===== config.mk =====
export PLATFORM = sky130hd
export DESIGN_NAME = sad_best_match
export DESIGN_NICKNAME = d
export VERILOG_FILES = /design/src/rtl/sad_best_match.sv
export SDC_FILE = /design/constraint.sdc
export NUM_CORES = 1
export LEC_CHECK = 0
export ABC_CLOCK_PERIOD_IN_PS = 4100
export CORE_MARGIN = 4
export CORE_UTILIZATION = 50
export CTS_CLUSTER_SIZE = 28
export DETAILED_ROUTE_END_ITERATION = 6
export HOLD_SLACK_MARGIN = 0.1
export PLACE_DENSITY = 0.75
export SETUP_SLACK_MARGIN = 0.1
export SYNTH_ARGS = -nofsm -noshare
export SYNTH_HDL_FRONTEND = slang
export SYNTH_SLANG_ARGS = --single-unit

===== constraint.sdc =====
create_clock -name clk -period 4.1 [get_ports clk]
set_clock_uncertainty 0.15 [all_clocks]
set_input_delay 1.025 -clock clk [delete_from_list [all_inputs] [get_ports clk]]
set_output_delay 1.025 -clock clk [all_outputs]
set_load 0.005 [all_outputs]

===== src/rtl/sad_best_match.sv =====
// Sums ROWS partial SADs into one block SAD per candidate and tracks the minimum
// block SAD, with its index, over CANDIDATES candidates; done pulses on each result.
module sad_best_match #(
  parameter int SAD_WIDTH  = 10,
  parameter int ROWS       = 4,
  parameter int CANDIDATES = 16,
  localparam int ACC_WIDTH = SAD_WIDTH + $clog2(ROWS),
  localparam int IDX_WIDTH = (CANDIDATES > 1) ? $clog2(CANDIDATES) : 1
) (
  input  logic                 clk,
  input  logic                 rst,
  input  logic                 start,
  input  logic                 sad_valid,
  input  logic [SAD_WIDTH-1:0] sad_in,
  output logic                 busy,
  output logic                 done,
  output logic [ACC_WIDTH-1:0] best_sad,
  output logic [IDX_WIDTH-1:0] best_idx
);

  localparam int ROW_W = (ROWS > 1) ? $clog2(ROWS) : 1;

  typedef enum logic [1:0] {IDLE, ACCUM, FINISH} state_t;

  state_t               state_q, state_d;
  logic [ACC_WIDTH-1:0] acc_q, acc_d;
  logic [ROW_W-1:0]     row_cnt_q, row_cnt_d;
  logic [IDX_WIDTH-1:0] cand_cnt_q, cand_cnt_d;
  logic [ACC_WIDTH-1:0] min_q, min_d;
  logic [IDX_WIDTH-1:0] min_idx_q, min_idx_d;
  logic                 first_q, first_d;
  logic                 done_q, done_d;
  logic [ACC_WIDTH-1:0] best_sad_q, best_sad_d;
  logic [IDX_WIDTH-1:0] best_idx_q, best_idx_d;
  logic [ACC_WIDTH-1:0] blk;

  assign blk = acc_q + ACC_WIDTH'(sad_in);

  always_comb begin
    state_d    = state_q;
    acc_d      = acc_q;
    row_cnt_d  = row_cnt_q;
    cand_cnt_d = cand_cnt_q;
    min_d      = min_q;
    min_idx_d  = min_idx_q;
    first_d    = first_q;
    done_d     = 1'b0;
    best_sad_d = best_sad_q;
    best_idx_d = best_idx_q;

    // FINISH publishes the result even if a new start arrives the same cycle.
    if (state_q == FINISH) begin
      done_d     = 1'b1;
      best_sad_d = min_q;
      best_idx_d = min_idx_q;
      state_d    = IDLE;
    end

    if (start) begin
      state_d    = ACCUM;
      acc_d      = '0;
      row_cnt_d  = '0;
      cand_cnt_d = '0;
      first_d    = 1'b1;
    end else if (state_q == ACCUM && sad_valid) begin
      if (row_cnt_q == ROW_W'(ROWS - 1)) begin
        // Strict less-than keeps the earliest candidate on ties.
        if (first_q || (blk < min_q)) begin
          min_d     = blk;
          min_idx_d = cand_cnt_q;
        end
        first_d    = 1'b0;
        acc_d      = '0;
        row_cnt_d  = '0;
        cand_cnt_d = cand_cnt_q + IDX_WIDTH'(1);
        if (cand_cnt_q == IDX_WIDTH'(CANDIDATES - 1)) begin
          state_d = FINISH;
        end
      end else begin
        acc_d     = blk;
        row_cnt_d = row_cnt_q + ROW_W'(1);
      end
    end
  end

  always_ff @(posedge clk or posedge rst) begin
    if (rst) begin
      state_q    <= IDLE;
      acc_q      <= '0;
      row_cnt_q  <= '0;
      cand_cnt_q <= '0;
      min_q      <= '0;
      min_idx_q  <= '0;
      first_q    <= 1'b0;
      done_q     <= 1'b0;
      best_sad_q <= '0;
      best_idx_q <= '0;
    end else begin
      state_q    <= state_d;
      acc_q      <= acc_d;
      row_cnt_q  <= row_cnt_d;
      cand_cnt_q <= cand_cnt_d;
      min_q      <= min_d;
      min_idx_q  <= min_idx_d;
      first_q    <= first_d;
      done_q     <= done_d;
      best_sad_q <= best_sad_d;
      best_idx_q <= best_idx_d;
    end
  end

  assign busy     = (state_q == ACCUM);
  assign done     = done_q;
  assign best_sad = best_sad_q;
  assign best_idx = best_idx_q;

endmodule

After elaboration in Yosys (flattened, before gate mapping)
Index checks and enable logic that the tools add are counted.
Storage, ports and cells
  register bits: 54
  output and inout port bits: 18
  logic and storage cells: 43
Cells by class
  order comparisons: 1
  bitwise gates (word level): 1
  reductions and logical operators: 6
  add/sub/neg operators: 3
  muxes and demuxes: 18
  equal/unequal tests: 4
Operators with widths (count)
  $mux W12: 3
  $mux W2: 8
  $add A12 B10 Y12: 1
  $lt A12 B12 Y1: 1
  $mux W4: 3
  $add A4 B1 Y4 const B: 1
  $eq A2 B2 Y1 const B: 2
  $eq A4 B4 Y1 const B: 1
  $mux W1: 4
  $reduce_and A4 Y1: 1
  $reduce_bool A2 Y1: 2
  $add A2 B1 Y2 const B: 1
  $eq A2 B1 Y1 const B: 1
  $reduce_and A2 Y1: 1
  $logic_and A1 B1 Y1: 1
  $logic_or A1 B1 Y1: 1
  $not A1 Y1: 1

Depth between registers and ports, before layout
Gate-level depths: netlist of the first run.
  depth in word-level cells: 6
  depth in mapped cells: 13
  mapped depth without buffers: 12

Worst setup path before layout of the first run
OpenSTA, ideal clock, no wires.
  kind: input-to-reg
  from: input port sad_in[0]
  to: register min_idx_q[3]
  setup slack: -657 ps
  setup time: 125 ps
  data arrival time: 4483 ps
  stages: 12
  cells stage by stage: ha_1 fa_1 a21o_1 a221oi_2 nor3_1 or4_4 ha_1 and4_1 and4b_1 a211oi_2 buf_4 mux2_2
Between the ends
  cells in the longest elaborated chain, start to end: 4
RTL lines
  from (decl): line 14  | input logic [SAD_WIDTH-1:0] sad_in,
  $add A12 B10 Y12: line 37  | assign blk = acc_q + ACC_WIDTH'(sad_in);
  named net blk[10]: line 35  | logic [ACC_WIDTH-1:0] blk;
  $lt A12 B12 Y1: line 68  | if (first_q || (blk < min_q)) begin
  $logic_or A1 B1 Y1: line 68
  $reduce_and A4 Y1 (no line)
  to (signal assigned): line 104  | min_idx_q <= min_idx_d;
  to (decl): line 30  | logic [IDX_WIDTH-1:0] min_idx_q, min_idx_d;
The timed path passes the listed nets, and every way through them passes these cells.
A chain may end at the register's enable or synchronous reset.

Worst setup path in the final report of the first run
  from: input port sad_in[0]
  to: register min_q[2]
Between the ends
  cells in the longest elaborated chain, start to end: 4
RTL lines
  $add A12 B10 Y12: line 37
  named net blk[10]: line 35
  $lt A12 B12 Y1: line 68
  $logic_or A1 B1 Y1: line 68
  $reduce_and A4 Y1 (no line)
  to (signal assigned): line 103  | min_q <= min_d;
  to (decl): line 29  | logic [ACC_WIDTH-1:0] min_q, min_d;
The timed path passes the listed nets, and every way through them passes these cells.

==> flow_metrics.env, run 1 <==
export IMPL_status="finished, final reports clean"
export IMPL_cap_violations=0
export IMPL_vias_per_cell=5.50
export IMPL_die_x_um=83.0
export IMPL_p_comb_share_pct=35.1
export IMPL_critPathLaunch="sad_in[0]"
export IMPL_reg2reg_setup_slack_ns=0.45
export IMPL_drive_above_1_share_pct=27.0
export IMPL_synth_fp_nets=288
export IMPL_power_mw=1.41
export IMPL_syn_area_um2=2810
export IMPL_synth_xor_area_share_pct=3.42
export IMPL_dpl_hpwl_um=4220
export IMPL_hold_class="reg -> reg"
export IMPL_ioPinCount=32
export IMPL_whs_path_depth=2
export IMPL_crit_path_max_fanout=8
export IMPL_post_synth_fa_ha_maj_area_fraction_pct=10.9
export IMPL_root_buffer="clkbuf_8"
export IMPL_ctsHoldBuffers=0
export IMPL_end_kind="flip-flop"
export IMPL_yosysSeqAreaShare_pct=48.0
export IMPL_antenna_found_initial=0
export IMPL_grt_total_usage_pct=17.8
export IMPL_hold_violations=0
export IMPL_r2r_start="acc_q[0]"
export IMPL_yosys_cell_types_count=43
export IMPL_start_util_pct=51.4
export IMPL_gp_congestion=0.815
export IMPL_floorplan_rows=27
export IMPL_synth_compound_area_share_pct=15.7
export IMPL_insertion_delay_ns=0.30
export IMPL_hp_start="best_sad[4]"
export IMPL_finalCritPeriodShare_pct=97.8
export IMPL_coreArea_um2=5470
export IMPL_ys_warnings_count=0
export IMPL_criticalPathCategory="in -> reg"
export IMPL_sequentialPowerShare_pct=43.2
export IMPL_min_to="best_sad[4]"
export IMPL_leakage_nw=1.70
export IMPL_die_height_um=83.0
export IMPL_synth_cells=250
export IMPL_ys_ff_latch=54
export IMPL_slew_viol_final=0
export IMPL_synth_mux_area_share_pct=9.29
export IMPL_rr_worst_depth=12
export IMPL_critPathRequiredTime_ns=4.15
export IMPL_clk_pin_slew_worst_paths_ns=0.09
export IMPL_grt_pass1_wl_um=10000
export IMPL_cts_sinks=54
export IMPL_power_frac_clock_pct=21.6
export IMPL_layout_common_cells="dfrtp_1 (54), buf_4 (27), clkdlybuf4s50_1 (24)"
export IMPL_p_sw_share_pct=31.0
export IMPL_final_instance_count_excl_fill=383
export IMPL_syn_area_per_cell_um2=11.3
export IMPL_dr_pass1_iters=4
export IMPL_die_area_um2=6890
export IMPL_synth_top_family_by_area="compound AO/OA/AOI/OAI gates"
export IMPL_fin_crit_ns=4.01
export IMPL_tightest_slew_ns=1.08
export IMPL_start_kind="input port"
export IMPL_grt_max_degree=55
export IMPL_fin_nets=348
export IMPL_grt_pass1_vias=2128
export IMPL_num_vias=2106
export IMPL_place_inst=369
export IMPL_remaining_drc_errors=0
export IMPL_layout_commonest_cell="dfrtp_1"
export IMPL_area_delta_synth_final_pct=30.8
export IMPL_power_density_nw_per_um2=382
export IMPL_wl_um=5850
export IMPL_htree_num_levels=2
export IMPL_diodes=0
export IMPL_wire_per_inst_um=15.3
export IMPL_cp_arrival_ns=4.06
export IMPL_setup_viol=0
export IMPL_fin_tns_setup_ns=0
export IMPL_fmax_mhz=249
export IMPL_clock_path_buffers=2
export IMPL_holdWs_ns=0.334
export IMPL_p_int_mw=0.970
export IMPL_reg2reg_to="min_q[2]"
export IMPL_switchingPower_mw=0.436
export IMPL_slew_headroom_pct=27.7
export IMPL_yosys_area_share_simple_pct=9.52
export IMPL_worst_ir_drop_vdd_uv=243
export IMPL_cts_made_buffers=5
export IMPL_grt_overflow_total=0
export IMPL_cts_tree="done"
export IMPL_port_buffer_count=31
export IMPL_drtIter0Drc=80
export IMPL_grt_setup_unrepaired="yes"
export IMPL_antenna_left=0
-- what timing repair did --
action                     4_1_cts  5_1_grt
pin swaps                       17        1
buffers inserted                 4        2
setup endpoints to repair       16       16
resized for setup               38        6
-- state kept, by name, indices dropped and copies added (netlist names), 2 cells and up --
signal and count:
acc_q 12, best_sad 12, min_q 12, best_idx 4
cand_cnt_q 4, min_idx_q 4, row_cnt_q 2, state_q 2
-- worst max-delay path by stage --
stage	endpoint	slack, ns	depth (start not counted)
6_report	min_q[2]	0.09	13
5_1_grt	min_q[9]	-0.006	13
4_1_cts	min_q[3]	0.1	13
3_5_place_dp	min_q[3]	-0.78	14
3_3_place_gp	min_idx_q[1]	-0.71	14
2_1_floorplan	min_idx_q[3]	-0.33	12
-- cells in the mapped netlist --
library cell,n,area [µm²]
a211oi_1,2,15.0
a211oi_2,1,12.5
a21boi_0,2,15.0
a21o_1,9,67.6
a21oi_1,17,85.1
a221oi_2,1,15.0
a22o_1,11,96.3
a22o_2,1,10.0
a22oi_1,1,7.51
and2_2,1,7.51
and3_1,2,12.5
and3b_1,1,8.76
and4_1,1,8.76
and4b_1,1,10.0
buf_4,1,7.51
clkbuf_1,6,22.5
dfrtp_1,54,1350
fa_1,1,20.0
ha_1,23,288
inv_1,15,56.3
mux2_2,21,236
mux2_4,1,15.0
mux2i_1,1,10.0
nand2_1,19,71.3
nand2b_1,4,25.0
nand3_1,2,10.0
nand3b_1,1,7.51
nand4_1,2,12.5
nand4b_1,1,8.76
nor2_1,7,26.3
nor2b_1,2,12.5
nor3_1,3,15.0
nor3b_1,1,7.51
o2111a_1,1,11.3
o2111ai_1,1,8.76
o211ai_1,2,15.0
o21ai_0,15,75.1
o221ai_1,1,8.76
or2_2,1,6.26
or3_1,1,6.26
or4_4,1,11.3
xnor2_1,5,43.8
xor2_1,6,52.6
-- routing by layer --
layer | track usage [%] | vias to the layer above | part of all wire [%]
met4 | 6.84 | 0 | 2.0
li1 | - | 1023 | -
met1 | 21.6 | 1038 | 44
met5 | 0 | - | 0
met3 | 3.37 | 10 | 3.2
met2 | 31.3 | 35 | 51
-- logic make-up (layout without fill, tap and decap cells) --
group,after synthesis,count (layout)
compound gates,65,65
xor+xnor,11,11
fa+ha+maj,24,24
buf+inv,22,83
flops,54,54
mux,23,23
simple gates,51,51
-- final cells by class --
| type | instances | area, µm² |
|---|---|---|
| clock inverter | 2 | 12.5 |
| sequential | 54 | 1350 |
| tap | 72 | 90.1 |
| clock buffer | 6 | 82.6 |
| inverter | 15 | 56.3 |
| timing repair buffer | 60 | 531 |
| fill | 430 | 1790 |
| multi-input combinational | 174 | 1560 |
-- stage by stage --
stage                     utilization [%]  setup slack, ns  area (µm²)
after detailed placement             62.0           -0.777        3390
after CTS                            66.4           0.0972        3630
after floorplan                         -           -0.333        2850
after global routing                 67.3         -0.00601        3680
after global placement               62.0           -0.706        3390
final                                67.3           0.0906        3680
-- critical path: stages --
cell,delay [ns]
buf_6,0.09
ha_4,0.15
fa_2,0.35
a21o_1,0.23
a221oi_4,0.25
nor3_1,0.08
or4_4,0.54
ha_4,0.23
and4_1,0.15
and4b_1,0.20
a211oi_4,0.25
buf_6,0.20
mux2_4,0.31
-- power groups by stage --
stage | Sequential [mW] | Combinational [mW] | Clock [mW]
after detailed placement | 0.614 | 0.433 | 0
after floorplan | 0.604 | 0.280 | 0
after global routing | 0.614 | 0.552 | 0.333
final | 0.608 | 0.494 | 0.304
after global placement | 0.612 | 0.419 | 0
after CTS | 0.606 | 0.476 | 0.311
Note: power is estimated with default switching activity, not from simulation.
==> run 2: changes to the inputs <==
Settings changed: ABC_CLOCK_PERIOD_IN_PS 4100 to unset, CTS_CLUSTER_SIZE 28 to 20.
==> results of run 2 <==
No change in the layout: final DEF, timing and power equal those of run 1.
